## config.mk

```make
export PLATFORM = sky130hd
export DESIGN_NAME = seg7_scan_ctrl
export DESIGN_NICKNAME = d
export VERILOG_FILES = /design/src/rtl/seg7_scan_ctrl_pkg.sv /design/src/rtl/seg7_scan_ctrl_bin_7seg.sv /design/src/rtl/seg7_scan_ctrl.sv
export SDC_FILE = /design/constraint.sdc
export NUM_CORES = 1
export LEC_CHECK = 0
export ABC_AREA = 1
export BUFFER_PORTS_ARGS = -buffer_cell sky130_fd_sc_hd__buf_4
export CAP_MARGIN = 20
export CORE_MARGIN = 4
export CORE_UTILIZATION = 59
export CTS_CLUSTER_SIZE = 16
export DETAILED_ROUTE_END_ITERATION = 12
export GPL_ROUTABILITY_DRIVEN = 0
export GPL_TIMING_DRIVEN = 1
export PLACE_DENSITY = 0.76
export SLEW_MARGIN = 20
export SYNTH_ARGS = -nofsm -noshare
export SYNTH_HDL_FRONTEND = slang
export SYNTH_SLANG_ARGS = --single-unit
```

## constraint.sdc

```tcl
create_clock -name fpga_clk -period 3.1 [get_ports fpga_clk]
set_input_delay 0.62 -clock fpga_clk [delete_from_list [all_inputs] [get_ports fpga_clk]]
set_output_delay 0.62 -clock fpga_clk [all_outputs]
set_load 0.01 [all_outputs]
```

## src/rtl/seg7_scan_ctrl_pkg.sv

```systemverilog
// Shared definitions for the 7-segment scan controller: segment patterns and
// the derivation of the slot divider and the PWM sub-phase length.
package seg7_scan_ctrl_pkg;

    localparam logic [6:0] SEG_BLANK = 7'b1111111;

    // Active-low gfedcba patterns, entry 0 in the least significant slot.
    localparam logic [15:0][6:0] SEG_HEX_TABLE = {
        7'h0E, 7'h06, 7'h21, 7'h46, 7'h03, 7'h08, 7'h10, 7'h00,
        7'h78, 7'h02, 7'h12, 7'h19, 7'h30, 7'h24, 7'h79, 7'h40
    };

    function automatic logic [6:0] hex_to_seg(input logic [3:0] nib);
        return SEG_HEX_TABLE[nib];
    endfunction

    function automatic int unsigned calc_div(input int unsigned clk_hz,
                                             input int unsigned scan_hz);
        return clk_hz / scan_hz;
    endfunction

    function automatic int unsigned calc_sub_len(input int unsigned div,
                                                 input int unsigned bright_w);
        return ((div >> bright_w) == 32'd0) ? 32'd1 : (div >> bright_w);
    endfunction

endpackage

```

## src/rtl/seg7_scan_ctrl_bin_7seg.sv

```systemverilog
// Hex nibble to active-low 7-segment pattern decoder.
module seg7_scan_ctrl_bin_7seg
    import seg7_scan_ctrl_pkg::*;
(
    input  logic [3:0] i_nib,
    output logic [6:0] o_seg
);

    assign o_seg = hex_to_seg(i_nib);

endmodule

```

## src/rtl/seg7_scan_ctrl.sv

```systemverilog
// Multiplexed 7-segment scan controller: double-buffered frame data, a dead
// cycle after every slot change, PWM brightness and leading-zero suppression.
module seg7_scan_ctrl
    import seg7_scan_ctrl_pkg::*;
#(
    parameter int unsigned NUM_DIGITS = 32'd8,
    parameter int unsigned CLK_HZ     = 32'd100_000_000,
    parameter int unsigned SCAN_HZ    = 32'd1000,
    parameter int unsigned BRIGHT_W   = 32'd3
) (
    input  logic                    fpga_clk,
    input  logic                    rst_n,
    input  logic [4*NUM_DIGITS-1:0] digit_data,
    input  logic [NUM_DIGITS-1:0]   digit_en,
    input  logic [NUM_DIGITS-1:0]   dp,
    input  logic [BRIGHT_W-1:0]     brightness,
    input  logic                    blank_lz,
    input  logic                    load,
    output logic [6:0]              seg,
    output logic                    dp_n,
    output logic [NUM_DIGITS-1:0]   an,
    output logic                    frame_done
);

    localparam int unsigned DIV     = calc_div(CLK_HZ, SCAN_HZ);
    localparam int unsigned SUB_LEN = calc_sub_len(DIV, BRIGHT_W);
    localparam int unsigned PW      = (DIV > 32'd1) ? $clog2(DIV) : 32'd1;
    localparam int unsigned SW      = (SUB_LEN > 32'd1) ? $clog2(SUB_LEN) : 32'd1;
    localparam int unsigned IW      = (NUM_DIGITS > 32'd1) ? $clog2(NUM_DIGITS) : 32'd1;

    localparam logic [PW-1:0]       PRESC_MAX  = PW'(DIV - 32'd1);
    localparam logic [SW-1:0]       SUB_MAX    = SW'(SUB_LEN - 32'd1);
    localparam logic [BRIGHT_W-1:0] BRIGHT_MAX = '1;

    logic [PW-1:0]           r_presc;
    logic [SW-1:0]           r_sub_cnt;
    logic [BRIGHT_W-1:0]     r_subph;
    logic [IW-1:0]           r_ptr;

    logic [4*NUM_DIGITS-1:0] r_shd_data;
    logic [NUM_DIGITS-1:0]   r_shd_en;
    logic [NUM_DIGITS-1:0]   r_shd_dp;
    logic [BRIGHT_W-1:0]     r_shd_bright;
    logic                    r_shd_blz;

    logic [4*NUM_DIGITS-1:0] r_act_data;
    logic [NUM_DIGITS-1:0]   r_act_en;
    logic [NUM_DIGITS-1:0]   r_act_dp;
    logic [BRIGHT_W-1:0]     r_act_bright;
    logic                    r_act_blz;

    logic                    w_tick;
    logic                    w_wrap;
    logic                    w_found_hi;
    logic                    w_zero_run;
    logic                    w_pwm_on;
    logic [PW-1:0]           w_presc_nxt;
    logic [SW-1:0]           w_sub_cnt_nxt;
    logic [BRIGHT_W-1:0]     w_subph_nxt;
    logic [IW-1:0]           w_next_hi;
    logic [IW-1:0]           w_low_shd;
    logic [NUM_DIGITS-1:0]   w_lz_blank;
    logic [NUM_DIGITS-1:0]   w_an_sel;
    logic [3:0]              w_cur_nib;
    logic [6:0]              w_cur_seg;

    assign w_tick = (r_presc == PRESC_MAX);
    assign w_wrap = ~w_found_hi;

    // Slot timebase: prescaler plus a sub-phase counter that restarts each tick.
    always_comb begin
        w_presc_nxt   = '0;
        w_sub_cnt_nxt = '0;
        w_subph_nxt   = '0;
        if (w_tick) begin
            w_presc_nxt   = '0;
            w_sub_cnt_nxt = '0;
            w_subph_nxt   = '0;
        end else begin
            w_presc_nxt = r_presc + PW'(1'b1);
            if (r_sub_cnt == SUB_MAX) begin
                w_sub_cnt_nxt = '0;
                if (r_subph == BRIGHT_MAX) begin
                    w_subph_nxt = r_subph;
                end else begin
                    w_subph_nxt = r_subph + BRIGHT_W'(1'b1);
                end
            end else begin
                w_sub_cnt_nxt = r_sub_cnt + SW'(1'b1);
                w_subph_nxt   = r_subph;
            end
        end
    end

    // Next enabled digit above the pointer, and the first digit of the pending frame.
    always_comb begin
        w_found_hi = 1'b0;
        w_next_hi  = '0;
        w_low_shd  = '0;
        for (int i = int'(NUM_DIGITS) - 1; i >= 0; i--) begin
            if (r_act_en[i] && (i > int'(r_ptr))) begin
                w_found_hi = 1'b1;
                w_next_hi  = IW'(i);
            end else begin
                w_found_hi = w_found_hi;
                w_next_hi  = w_next_hi;
            end
            if (r_shd_en[i]) begin
                w_low_shd = IW'(i);
            end else begin
                w_low_shd = w_low_shd;
            end
        end
    end

    // A digit is a leading zero when it and every enabled digit above it are zero.
    always_comb begin
        w_zero_run = 1'b1;
        w_lz_blank = '0;
        for (int i = int'(NUM_DIGITS) - 1; i >= 1; i--) begin
            if (r_act_en[i]) begin
                w_zero_run    = w_zero_run & (r_act_data[4*i +: 4] == 4'h0);
                w_lz_blank[i] = r_act_blz & w_zero_run;
            end else begin
                w_lz_blank[i] = 1'b0;
            end
        end
    end

    // One-hot-low anode pattern for the current pointer.
    always_comb begin
        w_an_sel        = '1;
        w_an_sel[r_ptr] = 1'b0;
    end

    assign w_cur_nib = r_act_data[{r_ptr, 2'b00} +: 4];
    assign w_pwm_on  = (w_subph_nxt <= r_act_bright);

    seg7_scan_ctrl_bin_7seg u_bin_7seg (
        .i_nib (w_cur_nib),
        .o_seg (w_cur_seg)
    );

    // Timebase and scan pointer; a wrap jumps to the first digit of the new frame.
    always_ff @(posedge fpga_clk or negedge rst_n) begin
        if (!rst_n) begin
            r_presc   <= '0;
            r_sub_cnt <= '0;
            r_subph   <= '0;
            r_ptr     <= '0;
        end else begin
            r_presc   <= w_presc_nxt;
            r_sub_cnt <= w_sub_cnt_nxt;
            r_subph   <= w_subph_nxt;
            if (w_tick) begin
                r_ptr <= w_wrap ? w_low_shd : w_next_hi;
            end else begin
                r_ptr <= r_ptr;
            end
        end
    end

    // Shadow captures on load; active takes the previous shadow only on a wrap tick.
    always_ff @(posedge fpga_clk or negedge rst_n) begin
        if (!rst_n) begin
            r_shd_data   <= '0;
            r_shd_en     <= '1;
            r_shd_dp     <= '0;
            r_shd_bright <= BRIGHT_MAX;
            r_shd_blz    <= 1'b0;
            r_act_data   <= '0;
            r_act_en     <= '1;
            r_act_dp     <= '0;
            r_act_bright <= BRIGHT_MAX;
            r_act_blz    <= 1'b0;
        end else begin
            if (load) begin
                r_shd_data   <= digit_data;
                r_shd_en     <= digit_en;
                r_shd_dp     <= dp;
                r_shd_bright <= brightness;
                r_shd_blz    <= blank_lz;
            end else begin
                r_shd_data   <= r_shd_data;
                r_shd_en     <= r_shd_en;
                r_shd_dp     <= r_shd_dp;
                r_shd_bright <= r_shd_bright;
                r_shd_blz    <= r_shd_blz;
            end
            if (w_tick && w_wrap) begin
                r_act_data   <= r_shd_data;
                r_act_en     <= r_shd_en;
                r_act_dp     <= r_shd_dp;
                r_act_bright <= r_shd_bright;
                r_act_blz    <= r_shd_blz;
            end else begin
                r_act_data   <= r_act_data;
                r_act_en     <= r_act_en;
                r_act_dp     <= r_act_dp;
                r_act_bright <= r_act_bright;
                r_act_blz    <= r_act_blz;
            end
        end
    end

    // Output drive: dark on the cycle after a tick, then the current digit under PWM.
    always_ff @(posedge fpga_clk or negedge rst_n) begin
        if (!rst_n) begin
            an         <= '1;
            seg        <= SEG_BLANK;
            dp_n       <= 1'b1;
            frame_done <= 1'b0;
        end else begin
            frame_done <= w_tick & w_wrap;
            if (w_tick || !r_act_en[r_ptr]) begin
                an   <= '1;
                seg  <= SEG_BLANK;
                dp_n <= 1'b1;
            end else begin
                an   <= w_pwm_on ? w_an_sel : '1;
                seg  <= w_lz_blank[r_ptr] ? SEG_BLANK : w_cur_seg;
                dp_n <= ~r_act_dp[r_ptr];
            end
        end
    end

endmodule
```

==> results of run 1 <==
[metal layers]
| layer | global-route usage | routed length (um) |
|---|---|---|
| met1 | 0.321 | 7310 |
| met2 | 0.370 | 7600 |
| met3 | 0.0541 | 868 |
| met4 | 0.0651 | 168 |
| met5 | 0 | 0 |
[critical path: cells and delay by family (launching register included)]
kind / cells / cell delay (ps)
AO/OA/AOI/OAI: 2 / 240
adder cells (fa/ha/maj): 2 / 480
buffers and inverters: 2 / 320
flip-flops: 1 / 370
AND/OR/NAND/NOR: 8 / 1090
[state kept, by name, indices dropped and copies added, names as in the netlist, 7 cells and up]
| register | cells |
|---|---|
| r_act_data | 32 |
| an | 8 |
| seg | 7 |
| r_shd_en | 8 |
| r_act_dp | 8 |
| r_act_en | 8 |
| r_presc | 17 |
| r_sub_cnt | 14 |
| r_shd_dp | 8 |
| r_shd_data | 32 |
[final cells by class]
cell class,instances,share of cell area
tap,172,0.0243
sequential,158,0.451
inverter,123,0.0522
timing repair buffer,81,0.0704
multi-input combinational,634,0.333
clock buffer,22,0.0535
clock inverter,10,0.0154
[placed cells by master, fill, tap and decap left out, types with 2 or more instances in the layout]
cell	netlist	layout
inv_1	119	119
nand4_1	9	9
dfstp_2	38	38
clkinvlp_4	0	3
clkbuf_16	0	17
nor3_1	12	12
dfrtp_1	120	120
nand2_2	3	2
nor2_1	87	87
nor4_1	4	4
a21oi_1	15	15
buf_4	2	79
inv_2	3	3
clkbuf_1	17	2
nand2_1	277	277
nor3_2	2	2
o21ai_1	50	50
xor2_1	8	8
nor2_2	4	4
nor3b_1	2	2
o21ai_0	69	69
clkbuf_8	0	3
ha_1	12	12
o21ai_2	3	3
bufinv_16	0	3
nand3_1	61	61
nand2_4	1	2
clkinv_2	1	4
o22ai_1	5	5
nor2_4	2	2
[stage by stage]
| step | worst slack [ps] | std cells |
|---|---|---|
| 3_5_place_dp | 493 | 1168 |
| 2_1_floorplan | 883 | 946 |
| 4_1_cts | 493 | 1200 |
| 6_report | 492 | 1200 |
| 3_3_place_gp | 634 | 1168 |
| 5_1_grt | 203 | 1200 |
[cells by family after synthesis]
kind of cell,after synthesis,share of synthesized area
simple gates,466,0.257
flops,158,0.527
buf+inv,154,0.0843
compound gates,147,0.101
fa+ha+maj,12,0.0198
xor+xnor,9,0.0104
[path summary, 6_finish.rpt]
kind | depth (start not counted) | slack [ps] | start | end
min | 1 | 150 | rst_n | r_sub_cnt[10]$_DFF_PN0_
max reg2reg | 14 | 490 | r_presc[0]$_DFF_PN0_ | an[5]$_DFF_PN1_
max | 14 | 490 | r_presc[0]$_DFF_PN0_ | an[5]$_DFF_PN1_
min in group fpga_clk | 3 | 410 | digit_data[24] | r_shd_data[24]$_DFFE_PN0P_
max in group asynchronous | 2 | 2220 | rst_n | seg[3]$_DFF_PN1_
min reg2reg | 1 | 470 | r_sub_cnt[0]$_DFF_PN0_ | r_sub_cnt[0]$_DFF_PN0_
[power by group]
group / switching (mW) / leakage, nW / internal, mW / total, mW
logic: 0.128 / 2.12 / 0.0808 / 0.209
clock network: 0.783 / 0.293 / 1.33 / 2.11
registers: 0.0181 / 1.97 / 2.13 / 2.15
==> impl_metrics.toml, run 1 <==
[run_status]
outcome = "finished clean"

[timing]
period_share = 0.841
tns_ps = 0
timing.hold.ws_ps = 154
setup_viol = 0
tightest_slew_ps = 796
maxSlewHeadroom = 0.470
hold_viol = 0
min_period_ps = 2610
finClkSkew_ps = 9.93
fmax_mhz = 384
grt_setup_unrepaired = "no"
final_max_slew_viol_count = 0

[clock_network]
cts_root_buffer = "clkbuf_16"
cts_tree = "yes"
cts_hold_buffers = 0
h-tree-depth = 4
clockBufferDepth = 2
cts_buffers = 17
post_cts_buffers = 0
cts_resized = 0
cts_sinks = 158
clk_pin_slew_ps = 60
clkLatencyLatePin_ps = 420

[global_route]
grt.total_usage = 0.232
grt_max_degree = 105
grt_antenna_before_repair = 0
grt-ovfl-total = 0
grt_pass1_vias = 5770
grt_pass1_wl_mm = 27.3

[cells_and_area]
regArea_um2 = 4000
fin_util = 0.703
multiInputGateArea_um2 = 2950
layout-drive-gt1-share = 0.165
diodes = 0
fill_cells = 1077
nets = 1082
syn_to_final_growth_pct = 16.9
design_area_um2 = 8870

[critical_path]
critical-path-max-stage-delay_ps = 370
start_kind = "flop"
worstPathCellList = "ha_1 > nand2_1 > nor2_1 > inv_1 > nor2_1 > nand2_1 > inv_1 > nor2_1 > ha_1 > a21oi_1 > o21ai_0 > nand2_1 > nor3b_4 > nand3_1"
path_class = "reg2reg"
critPathCaptureType = "flop"
cp_data_required_time_ps = 3420
arrival_ps = 2930
critPathMaxFanout = 8
slowest_stage = "dfrtp_1"

[synth]
synth-edff-count = 0
synth_ff_type = "dfrtp_1"
synth_area_leaders = "dfrtp_1 40%, nand2_1 14%, dfstp_2 13%"
avgSynthCellArea_um2 = 8.02
synth_largest_area_cell = "dfrtp_1"
synthTopCellsByCount = "277 x nand2_1, 120 x dfrtp_1, 119 x inv_1, 87 x nor2_1, 69 x o21ai_0"
async_reset_ff_frac = 1.00
syn-instance-count = 946
syn_nets = 1013
synth_top_area_frac = 0.396
yosys.cell_types.count = 36
synth_area_um2 = 7590
yosysMostFrequentCell = "nand2_1"
ys_seq_area_frac = 0.527
synth_seq_cells = 158
yosys_warnings = 0

[pwr]
p_leak_nw = 4.38
p_total_mw = 4.47
vdd_drop_max_mv = 0.440
power_density_nw_per_um2 = 505

[die]
die_y_um = 121
core_um2 = 12600
rows = 41
dieWidth_um = 121
initial_core_util = 0.601
ios = 72
design.die.area_um2 = 14700

[drt]
drc = 0
wl_per_cell_um = 13.3
dr.pass1.iters = 5
routed_wl_mm = 15.9
vias = 6258
ant_nets = 0
drt_iter0_drc = 631
vias_per_cell = 5.22

[flow_run]
cap_violations = 0

[placed_design]
placed_area_um2 = 8260
hpwl_mm = 11.6
io_buffers = 71

[min_path]
worstHoldPathType = "in2async"
(Power assumes the default switching activity.)
==> inputs of run 2 (changes only) <==
--- a/config.mk
+++ b/config.mk
@@ -9,12 +9,12 @@
 export BUFFER_PORTS_ARGS = -buffer_cell sky130_fd_sc_hd__buf_4
 export CAP_MARGIN = 20
 export CORE_MARGIN = 4
-export CORE_UTILIZATION = 59
+export CORE_UTILIZATION = 54
 export CTS_CLUSTER_SIZE = 16
 export DETAILED_ROUTE_END_ITERATION = 12
 export GPL_ROUTABILITY_DRIVEN = 0
 export GPL_TIMING_DRIVEN = 1
-export PLACE_DENSITY = 0.76
+export PLACE_DENSITY = 0.74
 export SLEW_MARGIN = 20
 export SYNTH_ARGS = -nofsm -noshare
 export SYNTH_HDL_FRONTEND = slang
==> constraint.sdc (replaced) <==
create_clock -name fpga_clk -period 2.2 [get_ports fpga_clk]
set_input_delay 0.44 -clock fpga_clk [delete_from_list [all_inputs] [get_ports fpga_clk]]
set_output_delay 0.44 -clock fpga_clk [all_outputs]
set_load 0.01 [all_outputs]
==> impl_metrics.toml, run 2 (synthesis results as in run 1) <==
[run_status]
outcome = "finished with violations"
violations = "setup timing"

[critical_path]
path_class = "reg2reg"
cp_data_required_time_ps = 2540
critPathCaptureType = "flop"
start_kind = "flop"
arrival_ps = 2570
critPathLaunch = "r_sub_cnt[6]$_DFF_PN0_"
r2r_cells = 16
reg2reg_from = "r_sub_cnt[6]$_DFF_PN0_"
critPathMaxFanout = 5

[die]
design.die.area_um2 = 16000
ios = 72
initial_core_util = 0.549
rows = 43
dieWidth_um = 127
core_um2 = 13800
die_y_um = 127

[global_route]
grt_pass1_wl_mm = 28.0
grt_antenna_before_repair = 0
grt.total_usage = 0.217
grt-ovfl-total = 0
grt_pass1_vias = 5886
grt_max_degree = 105

[clock_network]
h-tree-depth = 4
clk_pin_slew_ps = 60
cts_tree = "yes"
clkLatencyLatePin_ps = 430
cts_buffers = 17
clockBufferDepth = 2
cts_sinks = 158
cts_root_buffer = "clkbuf_16"

[cells_and_area]
reg_top3 = "r_act_data x32, r_shd_data x32, r_presc x17"
diodes = 0
final_common_cell = "nand2_1"
nets = 1109
design_area_um2 = 9160
fin_util = 0.662
regArea_um2 = 4000
final_cell_mix = "274 x nand2_1, 119 x dfrtp_1, 116 x inv_1"
fill_cells = 1131
multiInputGateArea_um2 = 3070
layout-drive-gt1-share = 0.207
syn_to_final_growth_pct = 20.7

[timing]
min_period_ps = 2220
finClkSkew_ps = 10.9
maxSlewHeadroom = 0.470
worst_slack_ps = -20.9
fmax_mhz = 450
timing.hold.ws_ps = 213
grt_setup_unrepaired = "yes"
setup_viol = 8
tightest_slew_ps = 795
period_share = 1.01
final_max_slew_viol_count = 0
hold_viol = 0

[pwr]
vdd_drop_max_mv = 0.540
power_density_nw_per_um2 = 648
p_leak_nw = 4.49

[drt]
ant_nets = 0
routed_wl_mm = 16.9
wl_met1_mm = 7.55
met3WireLength_um = 907
drc = 0
wl_per_cell_um = 13.7
vias_per_cell = 5.13
vias = 6338
top_layer = "met4"
met2_length_mm = 8.03
dr.pass1.iters = 6
drt_iter0_drc = 426

[placed_design]
hpwl_mm = 11.8
io_buffers = 71
placed_area_um2 = 8450

[min_path]
hp-start = "digit_data[17]"
worstHoldPathType = "in2reg"
hold_depth = 3

[flow_run]
cap_violations = 0
## run 2: per-stage QoR
| step | setup TNS (ps) | total power [mW] | setup WS, ps | instances |
|---|---|---|---|---|
| floorplan | 0 | 3.20 | 38.2 | 946 |
| finish | -91.0 | 5.93 | -20.9 | 1235 |
| global route | -1430 | 6.16 | -191 | 1235 |
| detailed placement | -986 | 3.39 | -149 | 1196 |
| CTS | 0 | 5.98 | 1.96 | 1232 |
| global placement | -18.5 | 3.37 | -3.91 | 1196 |
## run 2: layout make-up
cell class,count,share of cell area
Sequential cell,158,0.437
Multi-Input combinational cell,634,0.335
Timing Repair Buffer,108,0.0955
Inverter,123,0.0508
Clock buffer,21,0.0492
Tap cell,180,0.0246
Clock inverter,11,0.00779
## run 2: worst max-delay path: stages (launching register included)
cell and delay (ps):
dfrtp_1 380, nand2_2 90, inv_2 80, nand3_2 70, nor2_1 110, nand2_1 90, inv_2 90, nand2_4 60
o21ai_2 150, a21oi_2 60, ha_1 290, nand2_1 90, o21ai_2 50, nand2_1 70, nor3b_4 220, buf_6 150
nand3_2 50
## run 2: power breakdown
part	total [mW]	switching, mW	internal, mW
Sequential	3.03	0.0265	3.01
Combinational	0.297	0.182	0.115
Clock	2.60	1.14	1.46
## run 2: worst paths after layout
kind                            slack [ps]                          end
worst max-delay path                   -20              an[0]$_DFF_PN1_
worst min register to register         480      r_act_en[0]$_DFFE_PN1P_
worst min-delay path                   210   r_shd_data[17]$_DFFE_PN0P_
min in group asynchronous              430       r_sub_cnt[6]$_DFF_PN0_
worst max register to register         -20              an[0]$_DFF_PN1_
max in group asynchronous             1110  r_shd_bright[2]$_DFFE_PN1P_
## run 2: timing repair
item,in CTS,in global routing
hold buffers,1,0
endpoints found under the hold margin,18,0
resized for setup,8,25
endpoints found under the setup margin,8,9
pin swaps,2,8
buffers inserted,3,3
## run 2: layer usage
layer / track usage / vias to the layer above
met5: 0 / -
met4: 0.0852 / 0
met3: 0.0408 / 31
met2: 0.343 / 191
met1: 0.298 / 2933
li1: - / 3183
==> inputs of run 3 (changes only) <==
--- a/config.mk
+++ b/config.mk
@@ -8,13 +8,16 @@
 export ABC_AREA = 1
 export BUFFER_PORTS_ARGS = -buffer_cell sky130_fd_sc_hd__buf_4
 export CAP_MARGIN = 20
+export CELL_PAD_IN_SITES_DETAIL_PLACEMENT = 1
+export CELL_PAD_IN_SITES_GLOBAL_PLACEMENT = 2
 export CORE_MARGIN = 4
-export CORE_UTILIZATION = 54
+export CORE_UTILIZATION = 32
 export CTS_CLUSTER_SIZE = 16
 export DETAILED_ROUTE_END_ITERATION = 12
 export GPL_ROUTABILITY_DRIVEN = 0
 export GPL_TIMING_DRIVEN = 1
-export PLACE_DENSITY = 0.74
+export PLACE_DENSITY = 0.73
+export REMOVE_ABC_BUFFERS = 1
 export SLEW_MARGIN = 20
 export SYNTH_ARGS = -nofsm -noshare
 export SYNTH_HDL_FRONTEND = slang
==> impl_metrics.toml, run 3 (synthesis results as in run 1) <==
[clock_network]
clkLatencyLatePin_ps = 430
clockBufferDepth = 2
cts_buffers = 17
h-tree-depth = 4
cts_root_buffer = "clkbuf_16"
cts_tree = "yes"
cts_sinks = 158
clk_pin_slew_ps = 70

[placed_design]
placed_area_um2 = 8910
hpwl_mm = 14.8
io_buffers = 71
pre_cts_slack_ps = -233
dp_cells = 1369

[timing]
finClkSkew_ps = 11.1
tns_ps = -663
min_period_ps = 2300
tightest_slew_ps = 469
fmax_mhz = 435
period_share = 1.04
setup_viol = 8
grt_setup_unrepaired = "yes"
timing.hold.ws_ps = 214
maxSlewHeadroom = 0.687
hold_viol = 0
final_max_slew_viol_count = 0
worst_slack_ps = -98.7

[global_route]
grt_pass1_vias = 6802
grt_pass1_wl_mm = 34.3
grt-ovfl-total = 0
grt_antenna_before_repair = 0
grt.total_usage = 0.163
grt_max_degree = 56

[drt]
vias_per_cell = 4.49
drc = 0
met2_length_mm = 10.3
vias = 6371
routed_wl_mm = 20.5
met3WireLength_um = 486
ant_nets = 0
wl_met1_mm = 9.58
dr.pass1.iters = 4
top_layer = "met4"
drt_iter0_drc = 279
wl_per_cell_um = 14.5

[die]
design.die.area_um2 = 26200
core_um2 = 23400
die_y_um = 162
rows = 56
dieWidth_um = 162
initial_core_util = 0.324
ios = 72

[cells_and_area]
diodes = 0
final_common_cell = "nand2_1"
fin_util = 0.417
fin_cells = 1418
reg_top3 = "r_act_data x32, r_shd_data x32, r_presc x17"
design_area_um2 = 9760
syn_to_final_growth_pct = 28.6
layout-drive-gt1-share = 0.254
nets = 1153
final_cell_mix = "270 x nand2_1, 143 x buf_4, 119 x dfrtp_1"

[run_status]
violations = "setup timing"
outcome = "finished with violations"

[critical_path]
regToRegEndpoint = "an[6]$_DFF_PN1_"
path_class = "reg2reg"
critPathCaptureType = "flop"
critPathMaxFanout = 8
start_kind = "flop"
cp_data_required_time_ps = 2540
r2r_slack_ps = -100
arrival_ps = 2640
reg2reg_from = "r_sub_cnt[0]$_DFF_PN0_"
r2r_cells = 14

[pwr]
p_total_mw = 6.17
power_density_nw_per_um2 = 632
p_leak_nw = 4.74
vdd_drop_max_mv = 0.438

[min_path]
hold_depth = 3
hp-start = "digit_data[6]"
worstHoldPathType = "in2reg"
hold_end = "r_shd_data[6]$_DFFE_PN0P_"

[flow_run]
cap_violations = 0
==> run 3: changes by cell type in the layout (fill, tap and decap cells not counted), sizes merged <==
cell,change
clkbuf,-4
inv,+8
buf,+44
clkinvlp,-3
clkinv,-1
==> run 3: worst max path at each step <==
stage	slack, ps	start	cells after the start	end
floorplan	-310	r_ptr[0]$_DFFE_PN0N_	9	r_act_blz$_DFFE_PN0P_
global placement	-170	r_presc[0]$_DFF_PN0_	15	an[7]$_DFF_PN1_
detailed placement	-230	r_presc[0]$_DFF_PN0_	15	an[4]$_DFF_PN1_
CTS	-9	r_presc[1]$_DFF_PN0_	15	an[7]$_DFF_PN1_
global route	-240	r_sub_cnt[7]$_DFF_PN0_	16	an[6]$_DFF_PN1_
finish	-100	r_sub_cnt[0]$_DFF_PN0_	14	an[6]$_DFF_PN1_
==> run 3: final cells by class <==
type	count	area, um^2
clock inverter	15	126
sequential	158	4000
clock buffer	17	425
timing repair buffer	152	1230
fill	2819	13600
tap	319	399
inverter	123	463
multi-input combinational	634	3120
==> run 3: metal layers <==
metal	global-route usage	vias up
li1	-	3268
met1	0.215	3026
met2	0.278	67
met3	0.0335	10
met4	0.0323	0
met5	0	-
==> run 3: repair_timing <==
action | in CTS | in global routing
endpoints found under the hold margin | 11 | 0
gates resized for setup | 18 | 27
setup buffers | 12 | 5
hold buffers | 1 | 0
setup endpoints to repair | 8 | 20
pin swaps | 8 | 12
==> run 3: where the power goes <==
group / internal (mW) / total (mW) / switching [mW] / leakage (nW)
logic: 0.121 / 0.309 / 0.188 / 2.51
registers: 3.00 / 3.03 / 0.0264 / 1.97
clock network: 1.48 / 2.83 / 1.35 / 0.269
==> run 3: worst max-delay path: stages (launching register included) <==
cell and delay, ps:
dfrtp_1 360, ha_2 200, buf_6 110, nand3_4 80
nor4_4 250, buf_4 160, nand2_2 40, nand2_2 90
nand3_4 80, ha_4 270, nand3_2 60, nand2_1 70
nor3b_4 220, buf_12 160, nand3_2 60
